## src/rtl/ppu_sprite_tile_eval.sv

```systemverilog
// ppu_sprite_tile_eval
//   Scans every OAM entry for one 8x8 tile whose top-left pixel is
//   (curr_row, curr_col), keeps the first two overlapping sprites in OAM
//   index order, and commits them atomically for ppu_vram_load_fsm.
//
// Ports
//   clk, rst              : clock, synchronous active-high reset
//   start                 : evaluation request, sampled only in IDLE
//   curr_row, curr_col    : tile origin, latched on an accepted start
//   ppu_ctrl2             : bit 4 = sprite enable, latched on accepted start
//   oam_addr / oam_data   : synchronous OAM read port ({index, byte})
//   sprite_{0,1}_*        : committed slot contents (valid, tile, Y, X, attr)
//   sprite_overflow       : more than two sprites overlapped the tile
//   busy                  : evaluation in progress
//   done                  : one-cycle pulse, outputs updated on the same edge

module ppu_sprite_tile_eval #(
  parameter int unsigned OAM_ENTRIES   = 64,
  parameter logic [7:0]  SPRITE_HIDE_Y = 8'hF0
) (
  input  logic       clk,
  input  logic       rst,
  input  logic       start,
  input  logic [8:0] curr_row,
  input  logic [8:0] curr_col,
  input  logic [7:0] ppu_ctrl2,
  output logic [7:0] oam_addr,
  input  logic [7:0] oam_data,
  output logic       sprite_0_on_tile,
  output logic [7:0] sprite_0_tile_num,
  output logic [7:0] sprite_0_row,
  output logic [7:0] sprite_0_col,
  output logic [7:0] sprite_0_attr,
  output logic       sprite_1_on_tile,
  output logic [7:0] sprite_1_tile_num,
  output logic [7:0] sprite_1_row,
  output logic [7:0] sprite_1_col,
  output logic [7:0] sprite_1_attr,
  output logic       sprite_overflow,
  output logic       busy,
  output logic       done
);

  localparam logic [7:0] LAST_ADDR = 8'(4 * OAM_ENTRIES - 1);

  typedef enum logic [1:0] {IDLE, SCAN, DRAIN, COMMIT} state_t;

  typedef struct packed {
    logic       valid;
    logic [7:0] tile;
    logic [7:0] row;
    logic [7:0] col;
    logic [7:0] attr;
  } slot_t;

  state_t     state;
  logic [8:0] tr;
  logic [8:0] tc;
  logic       en;

  // Byte index of the data arriving on oam_data this cycle.
  logic       rd_valid;
  logic [1:0] rd_byte;

  logic [7:0] w_y;
  logic [7:0] w_tile;
  logic [7:0] w_attr;

  slot_t      w_s0, w_s1;
  logic       w_ovf;
  slot_t      s0_next, s1_next;
  logic       ovf_next;

  slot_t      out_s0, out_s1;
  logic       out_ovf;

  logic       eval_now;
  logic       hit;
  logic [9:0] y10, x10, tr10, tc10;
  slot_t      cand;

  // Working-slot update for the entry whose X byte is on oam_data now.
  // Also feeds the commit on the DRAIN edge so the final entry is included.
  always_comb begin
    eval_now = rd_valid && (rd_byte == 2'd3) && ((state == SCAN) || (state == DRAIN));
    y10  = {2'b00, w_y};
    x10  = {2'b00, oam_data};
    tr10 = {1'b0, tr};
    tc10 = {1'b0, tc};
    hit  = eval_now
        && (w_y < SPRITE_HIDE_Y)
        && ((y10 + 10'd8) > tr10) && (y10 < (tr10 + 10'd8))
        && ((x10 + 10'd8) > tc10) && (x10 < (tc10 + 10'd8));

    cand.valid = 1'b1;
    cand.tile  = w_tile;
    cand.row   = w_y;
    cand.col   = oam_data;
    cand.attr  = w_attr;

    s0_next  = w_s0;
    s1_next  = w_s1;
    ovf_next = w_ovf;
    if (hit) begin
      if (!w_s0.valid)      s0_next  = cand;
      else if (!w_s1.valid) s1_next  = cand;
      else                  ovf_next = 1'b1;
    end
  end

  always_ff @(posedge clk) begin
    if (rst) begin
      state    <= IDLE;
      tr       <= '0;
      tc       <= '0;
      en       <= 1'b0;
      oam_addr <= '0;
      rd_valid <= 1'b0;
      rd_byte  <= '0;
      w_y      <= '0;
      w_tile   <= '0;
      w_attr   <= '0;
      w_s0     <= '0;
      w_s1     <= '0;
      w_ovf    <= 1'b0;
      out_s0   <= '0;
      out_s1   <= '0;
      out_ovf  <= 1'b0;
      busy     <= 1'b0;
      done     <= 1'b0;
    end else begin
      case (state)
        IDLE: begin
          rd_valid <= 1'b0;
          done     <= 1'b0;
          if (start) begin
            tr    <= curr_row;
            tc    <= curr_col;
            en    <= ppu_ctrl2[4];
            w_s0  <= '0;
            w_s1  <= '0;
            w_ovf <= 1'b0;
            busy  <= 1'b1;
            if (ppu_ctrl2[4]) begin
              state    <= SCAN;
              oam_addr <= '0;
            end else begin
              // Disabled: commit empty slots immediately, no OAM traffic.
              state   <= COMMIT;
              out_s0  <= '0;
              out_s1  <= '0;
              out_ovf <= 1'b0;
              done    <= 1'b1;
            end
          end
        end

        SCAN: begin
          if (rd_valid) begin
            case (rd_byte)
              2'd0:    w_y    <= oam_data;
              2'd1:    w_tile <= oam_data;
              2'd2:    w_attr <= oam_data;
              default: ;
            endcase
          end
          w_s0     <= s0_next;
          w_s1     <= s1_next;
          w_ovf    <= ovf_next;
          rd_valid <= 1'b1;
          rd_byte  <= oam_addr[1:0];
          if (oam_addr == LAST_ADDR) state    <= DRAIN;
          else                       oam_addr <= oam_addr + 8'd1;
        end

        DRAIN: begin
          w_s0     <= s0_next;
          w_s1     <= s1_next;
          w_ovf    <= ovf_next;
          rd_valid <= 1'b0;
          out_s0   <= s0_next;
          out_s1   <= s1_next;
          out_ovf  <= ovf_next;
          done     <= 1'b1;
          state    <= COMMIT;
        end

        COMMIT: begin
          done  <= 1'b0;
          busy  <= 1'b0;
          state <= IDLE;
        end

        default: state <= IDLE;
      endcase
    end
  end

  assign sprite_0_on_tile  = out_s0.valid;
  assign sprite_0_tile_num = out_s0.tile;
  assign sprite_0_row      = out_s0.row;
  assign sprite_0_col      = out_s0.col;
  assign sprite_0_attr     = out_s0.attr;
  assign sprite_1_on_tile  = out_s1.valid;
  assign sprite_1_tile_num = out_s1.tile;
  assign sprite_1_row      = out_s1.row;
  assign sprite_1_col      = out_s1.col;
  assign sprite_1_attr     = out_s1.attr;
  assign sprite_overflow   = out_ovf;

endmodule

```

## config.mk

```make
export PLATFORM = sky130hd
export DESIGN_NAME = ppu_sprite_tile_eval
export DESIGN_NICKNAME = d
export VERILOG_FILES = /design/src/rtl/ppu_sprite_tile_eval.sv
export SDC_FILE = /design/constraint.sdc
export NUM_CORES = 1
export LEC_CHECK = 0
export BUFFER_PORTS_ARGS = -buffer_cell sky130_fd_sc_hd__buf_2
export CORE_MARGIN = 2
export CORE_UTILIZATION = 30
export DETAILED_ROUTE_END_ITERATION = 8
export SETUP_SLACK_MARGIN = 0.02
export SYNTH_ARGS = -nofsm -noshare
export SYNTH_HDL_FRONTEND = slang
export SYNTH_SLANG_ARGS = --single-unit
```

## constraint.sdc

```tcl
create_clock -name clk -period 3.1 [get_ports clk]
set_input_delay 0.465 -clock clk [delete_from_list [all_inputs] [get_ports clk]]
set_output_delay 0.465 -clock clk [all_outputs]
set_load 0.005 [all_outputs]
```

==> results of run 1 <==
## worst paths after layout
| check | cells past startpoint | slack (ns) | end |
|---|---|---|---|
| max reg2reg | 16 | 0.03 | w_s1[19]$_SDFFE_PP0P_ |
| min | 3 | 0.27 | tr[7]$_SDFFE_PP0P_ |
| min reg2reg | 2 | 0.44 | sprite_1_col[3]$_SDFFE_PP0P_ |
| max | 16 | 0.03 | w_s1[19]$_SDFFE_PP0P_ |
## cells in the final DEF (no fill, tap or decap), drive strengths merged, types with 10 or more instances in the layout
cell and count:
clkbuf 21, ha 39, nor2 26, xnor2 10
a21oi 64, o21ai 80, nand2 167, a22o 32
a32o 32, dfxtp 191, buf 163, inv 33
mux2i 70, nand3 15
## where the power goes
group	internal, uW	switching [uW]	leakage [uW]	total [uW]
combinational	666	1100	0.00200	1760
sequential	2530	64.6	0.00154	2590
clock	1050	1040	0.000263	2090
total	4250	2200	0.00381	6450
## layer usage
| metal | track usage, % | wire length, um | vias up |
|---|---|---|---|
| met2 | 24.8 | 10200 | 132 |
| met5 | 0 | 0 | - |
| li1 | - | - | 3333 |
| met4 | 4.20 | 282 | 0 |
| met1 | 19.5 | 10600 | 3130 |
| met3 | 4.04 | 1050 | 27 |
## worst max-delay path, stage by stage (launching register included)
cell and delay [ns]:
dfxtp_2 0.37, ha_4 0.16, nand3_2 0.07, xnor2_1 0.13, ha_1 0.31, nand3_2 0.09
buf_4 0.15, o22ai_2 0.16, nor2_1 0.05, a211o_1 0.33, buf_4 0.16, nor4_4 0.16
buf_4 0.17, buf_12 0.15, o22ai_2 0.09, buf_12 0.20, a22o_1 0.20
## cell families after synthesis
| family | after synthesis | share of synthesized area [%] |
|---|---|---|
| AO/OA/AOI/OAI | 226 | 18.3 |
| multiplexers | 70 | 8.73 |
| XOR/XNOR | 15 | 1.64 |
| buffers and inverters | 88 | 4.32 |
| AND/OR/NAND/NOR | 247 | 13.3 |
| adder cells (fa/ha/maj) | 39 | 6.08 |
| flip-flops | 191 | 47.6 |
## sequential cells by signal, summed over array words and instances (netlist names), 2 cells and up
register	count
tc	9
state	2
sprite_1_tile_num	8
sprite_0_row	8
sprite_0_col	8
sprite_1_attr	8
w_tile	8
w_y	8
sprite_1_col	8
sprite_0_attr	8
sprite_0_tile_num	8
oam_addr	8
sprite_1_row	8
tr	9
w_attr	8
w_s0	33
rd_byte	2
w_s1	33
## through the flow
stage / std cells / TNS, ns / util, % / setup WS, ns / area [um^2]
2_1_floorplan: 876 / 0 / - / 0.0234 / 8030
3_3_place_gp: 1306 / -5.33 / 35.4 / -0.0983 / 9260
3_5_place_dp: 1306 / -6.75 / 35.4 / -0.123 / 9260
4_1_cts: 1337 / 0 / 37.5 / 0.0309 / 9810
5_1_grt: 1348 / -4.09 / 38.5 / -0.0666 / 10100
6_report: 1348 / 0 / 38.5 / 0.0328 / 10100
## area by class of cell
class | count | area, um^2
sequential | 191 | 3830
clock inverter | 14 | 124
inverter | 27 | 101
tap | 335 | 419
timing repair buffer | 167 | 1210
fill | 2658 | 16100
multi-input combinational | 597 | 3970
clock buffer | 17 | 425
## what timing repair did
item	in CTS	in global routing
hold endpoints to repair	0	0
resized for setup	0	27
endpoints found under the setup margin	0	123
buffers inserted	0	6
==> metrics.cfg, run 1 <==
[synthesis]
synth_seq_cells = 191
synth.avg_cell_area_um2 = 9.16
ys_seq_area_share_pct = 47.6
async_flop_share_pct = 0
syn_inst = 876
synthTopCellsByArea = dfxtp_1 (48%), mux2i_1 (8.7%), nand2_1 (7.8%)
synth_area_um2 = 8030
yosysTopAreaCellShare_pct = 47.6
yosys.cell_count.top_type = dfxtp_1
synth_fp_nets = 952
synth.distinct_cells = 39
yosysWarnings = 0
synth_area_leader_cell = dfxtp_1
synth_commonest_cells = dfxtp_1 (191), nand2_1 (167), mux2i_1 (70)
synth_enable_flop_cells = 0
synth_ff_type = dfxtp_1

[timing]
setup_viol = 0
hold_ws_ns = 0.265
fin_crit_ns = 3.07
tightest_slew_ns = 0.872
final-hold-violation-count = 0
finalCritPeriodShare_pct = 98.9
slew_headroom_pct = 41.4
slew_violations = 0
max_freq_mhz = 326
finClkSkew_ns = 0.0225
rsz0062_at_grt = yes

[setup_path]
crit_arrival_ns = 3.39
r2r_start = w_y[4]$_SDFFE_PP0P_
cp-startpoint = w_y[4]$_SDFFE_PP0P_
critPathLaunchType = flip-flop
cp_max_fo = 32
worstSetupPathType = reg2reg
crit_required_ns = 3.43
worstSetupEndpointType = flip-flop

[die]
io_pins = 114
die_w_um = 168
initial_utilization_pct = 30.7
die_area_um2 = 28100
core_area_um2 = 26100
num_rows = 59
die_h_um = 168

[power_and_ir_drop]
total_power_uw = 6450
leakage_uw = 0.00381
ir_worst_vdd_uv = 395
powerDensity_nw_per_um2 = 640

[min_path]
min_path_type = in2reg
min-delay-start = curr_row[7]

[route]
wl_per_cell_um = 16.4
route.vias.total = 6622
drt-initial-drc-count = 493
vias_per_cell = 4.91
dr.pass1.iters = 5
routed_wl_um = 22100
drc_errors = 0
drtAntennaViolNets = 0

[cts]
clockBufferDepth = 2
cts_root_buffer = clkbuf_16
hold_buffers = 0
cts_tree = done
clkTransAtPathRegs_ns = 0.07
clock_latency_ns = 0.45
cts.htree.levels = 4
cts.sinks = 191
cts_buffers = 17

[finish]
area_delta_synth_final_pct = 25.5
antennaDiodeCount = 0
drive_gt1_share_pct = 22.6
nets = 1077

[placement]
port_buffers = 106
gp_routability_congestion = 0.847
place.detailed.hpwl_um = 14800

[global_routing]
grt.overflow.total = 0
grt_pass1_vias = 6278
antenna_found_initial = 0
grt_max_degree = 53
grt_pass1_wl_um = 33700
gr-usage-all-layers_pct = 15.1

[job]
maxCapViolations = 0

[run_status]
status = complete, no violations

Power figures use the tool's default switching activity.
==> inputs of run 2 (changes only) <==
--- a/config.mk
+++ b/config.mk
@@ -9,6 +9,7 @@
 export CORE_MARGIN = 2
 export CORE_UTILIZATION = 30
 export DETAILED_ROUTE_END_ITERATION = 8
+export PLACE_DENSITY_LB_ADDON = 0.25
 export SETUP_SLACK_MARGIN = 0.02
 export SYNTH_ARGS = -nofsm -noshare
 export SYNTH_HDL_FRONTEND = slang
==> metrics.cfg, run 2 (synthesized netlist as in run 1, its figures left out) <==
[setup_path]
r2r_start = w_y[4]$_SDFFE_PP0P_
critPathLaunchType = flip-flop
cp_max_fo = 6  ; -81%
crit_required_ns = 3.40  ; -0.03 ns
crit_arrival_ns = 3.37  ; -0.02 ns
worstSetupEndpointType = flip-flop
cp-startpoint = w_y[4]$_SDFFE_PP0P_
ff2ff_setup_slack_ns = 0.03  ; about the same
worstSetupPathType = reg2reg

[timing]
tightest_slew_ns = 0.902  ; +0.0301 ns
max_freq_mhz = 326  ; -0.16%
fin_crit_ns = 3.07  ; +0.00482 ns
slew_violations = 0  ; unchanged
finalCritPeriodShare_pct = 99.1  ; +0.16 points
final-hold-violation-count = 0  ; unchanged
slew_headroom_pct = 39.4  ; -2.0 points
setup_viol = 0  ; unchanged
finalSetupTns_ns = 0  ; unchanged
finClkSkew_ns = 0.0119  ; -0.0105 ns
rsz0062_at_grt = yes

[finish]
antennaDiodeCount = 0  ; unchanged
layout_common_cells = dfxtp_1 (187), nand2_1 (167), buf_2 (106)
reg_top3 = w_s0 x33, w_s1 x33
nets = 1085  ; +0.74%
final-instance-count-excl-fill = 1356  ; +0.59%
drive_gt1_share_pct = 24.8  ; +2.2 points
mostFrequentLayoutCell = dfxtp_1
final_util_pct = 39.8  ; +1.3 points
area_delta_synth_final_pct = 29.7

[cts]
clock_latency_ns = 0.44  ; about the same
clockBufferDepth = 2  ; unchanged
cts_buffers = 17  ; unchanged
cts_tree = done
clkTransAtPathRegs_ns = 0.07  ; about the same
cts.htree.levels = 4  ; unchanged
cts_root_buffer = clkbuf_16
cts.sinks = 191  ; unchanged

[global_routing]
gr-usage-met2_pct = 24.2  ; -0.56 points
grt_pass1_vias = 6120  ; -2.5%
grt_pass1_wl_um = 34200  ; +1.6%
gr-usage-all-layers_pct = 15.5  ; +0.40 points
grt_util_met1_pct = 21.3  ; +1.8 points
antenna_found_initial = 0  ; unchanged
grt-busiest-layer = met2
grt_max_degree = 68  ; +28%
grt.overflow.total = 0  ; unchanged
grt_use_met3_pct = 3.90  ; -0.14 points

[die]
core_area_um2 = 26100  ; unchanged
initial_utilization_pct = 30.7  ; unchanged
io_pins = 114  ; unchanged
die_h_um = 168  ; unchanged
die_area_um2 = 28100  ; unchanged
num_rows = 59  ; unchanged
die_w_um = 168  ; unchanged

[power_and_ir_drop]
leakage_uw = 0.00390  ; +2.6%
powerDensity_nw_per_um2 = 620  ; -3.2%
ir_worst_vdd_uv = 358  ; -9.5%

[placement]
port_buffers = 106  ; unchanged
gp_routability_congestion = 0.810  ; -4.4%
dp.cells = 1309  ; +0.23%
place.detailed.hpwl_um = 14800  ; +0.39%

[route]
route.vias.total = 6635  ; +0.20%
drc_errors = 0  ; unchanged
dr.pass1.iters = 5  ; unchanged
drtAntennaViolNets = 0  ; unchanged
wl_per_cell_um = 16.6  ; +1.5%
drt-initial-drc-count = 409  ; -17%
routed_wl_um = 22600  ; +2.1%
vias_per_cell = 4.89  ; -0.39%

[job]
maxCapViolations = 0  ; unchanged

[min_path]
min_path_type = in2reg
min-delay-start = curr_col[5]

[run_status]
status = complete, no violations

run 2: changes by cell type in the layout (fill, tap and decap cells not counted), sizes merged:
| cell | before | now |
|---|---|---|
| buf | 163 | 169 |
| clkbuf | 21 | 25 |
| clkinvlp | 3 | 4 |
| inv | 33 | 30 |
run 2: cell type report:
cell class | count | area [um^2]
fill | 2699 | 15700
clock inverter | 12 | 109
tap | 335 | 419
clock buffer | 19 | 443
sequential | 191 | 3830
multi-input combinational | 597 | 4160
inverter | 27 | 101
timing repair buffer | 175 | 1340
run 2: what timing repair did:
| action | 4_1_cts | 5_1_grt |
|---|---|---|
| setup endpoints to repair | 34 | 127 |
| gates cloned | 0 | 8 |
| resized for setup | 2 | 64 |
| hold buffers | 0 | 0 |
| buffers inserted | 4 | 4 |
| pin swaps | 1 | 9 |
run 2: final timing paths:
path,end,cells past startpoint
hold reg to reg,sprite_0_tile_num[2]$_SDFFE_PP0P_,2
setup reg to reg,sprite_0_attr[5]$_SDFFE_PP0P_,15
hold / removal,tc[5]$_SDFFE_PP0P_,3
setup / recovery,sprite_0_attr[5]$_SDFFE_PP0P_,15
run 2: critical path: stages (launching register included):
cell and delay (ns):
dfxtp_4 0.37, ha_4 0.15, nand3_4 0.08, xnor2_2 0.14, ha_1 0.32, nand3_2 0.08, nor3_1 0.05, or3_1 0.36
a211o_1 0.33, buf_4 0.16, nor4_4 0.13, buf_6 0.18, buf_12 0.13, clkbuf_16 0.16, mux2i_1 0.21, o21ai_1 0.07
run 2: metrics by stage:
| step | hold slack (ns) | worst slack [ns] | total power (uW) | cell area [um^2] |
|---|---|---|---|---|
| global route | 0.250 | -0.0911 | 6820 | 10400 |
| detailed placement | 0.440 | -0.239 | 4200 | 9270 |
| floorplan | 0.436 | 0.0234 | 3570 | 8030 |
| CTS | 0.240 | 0.0349 | 6300 | 9870 |
| global placement | 0.434 | -0.171 | 4190 | 9270 |
| finish | 0.252 | 0.0279 | 6450 | 10400 |
run 2: where the power goes:
group          switching (uW)  total (uW)  internal [uW]
Sequential               63.3        2590           2530
Combinational            1100        1770            671
Clock                    1020        2090           1060
run 2: per-layer routing:
metal / wire (um) / share of wire [%] / up-vias
met5: 0 / 0 / -
met4: 240 / 1.1 / 0
met3: 1220 / 5.4 / 15
met2: 10400 / 46 / 139
met1: 10700 / 48 / 3137
li1: - / - / 3344
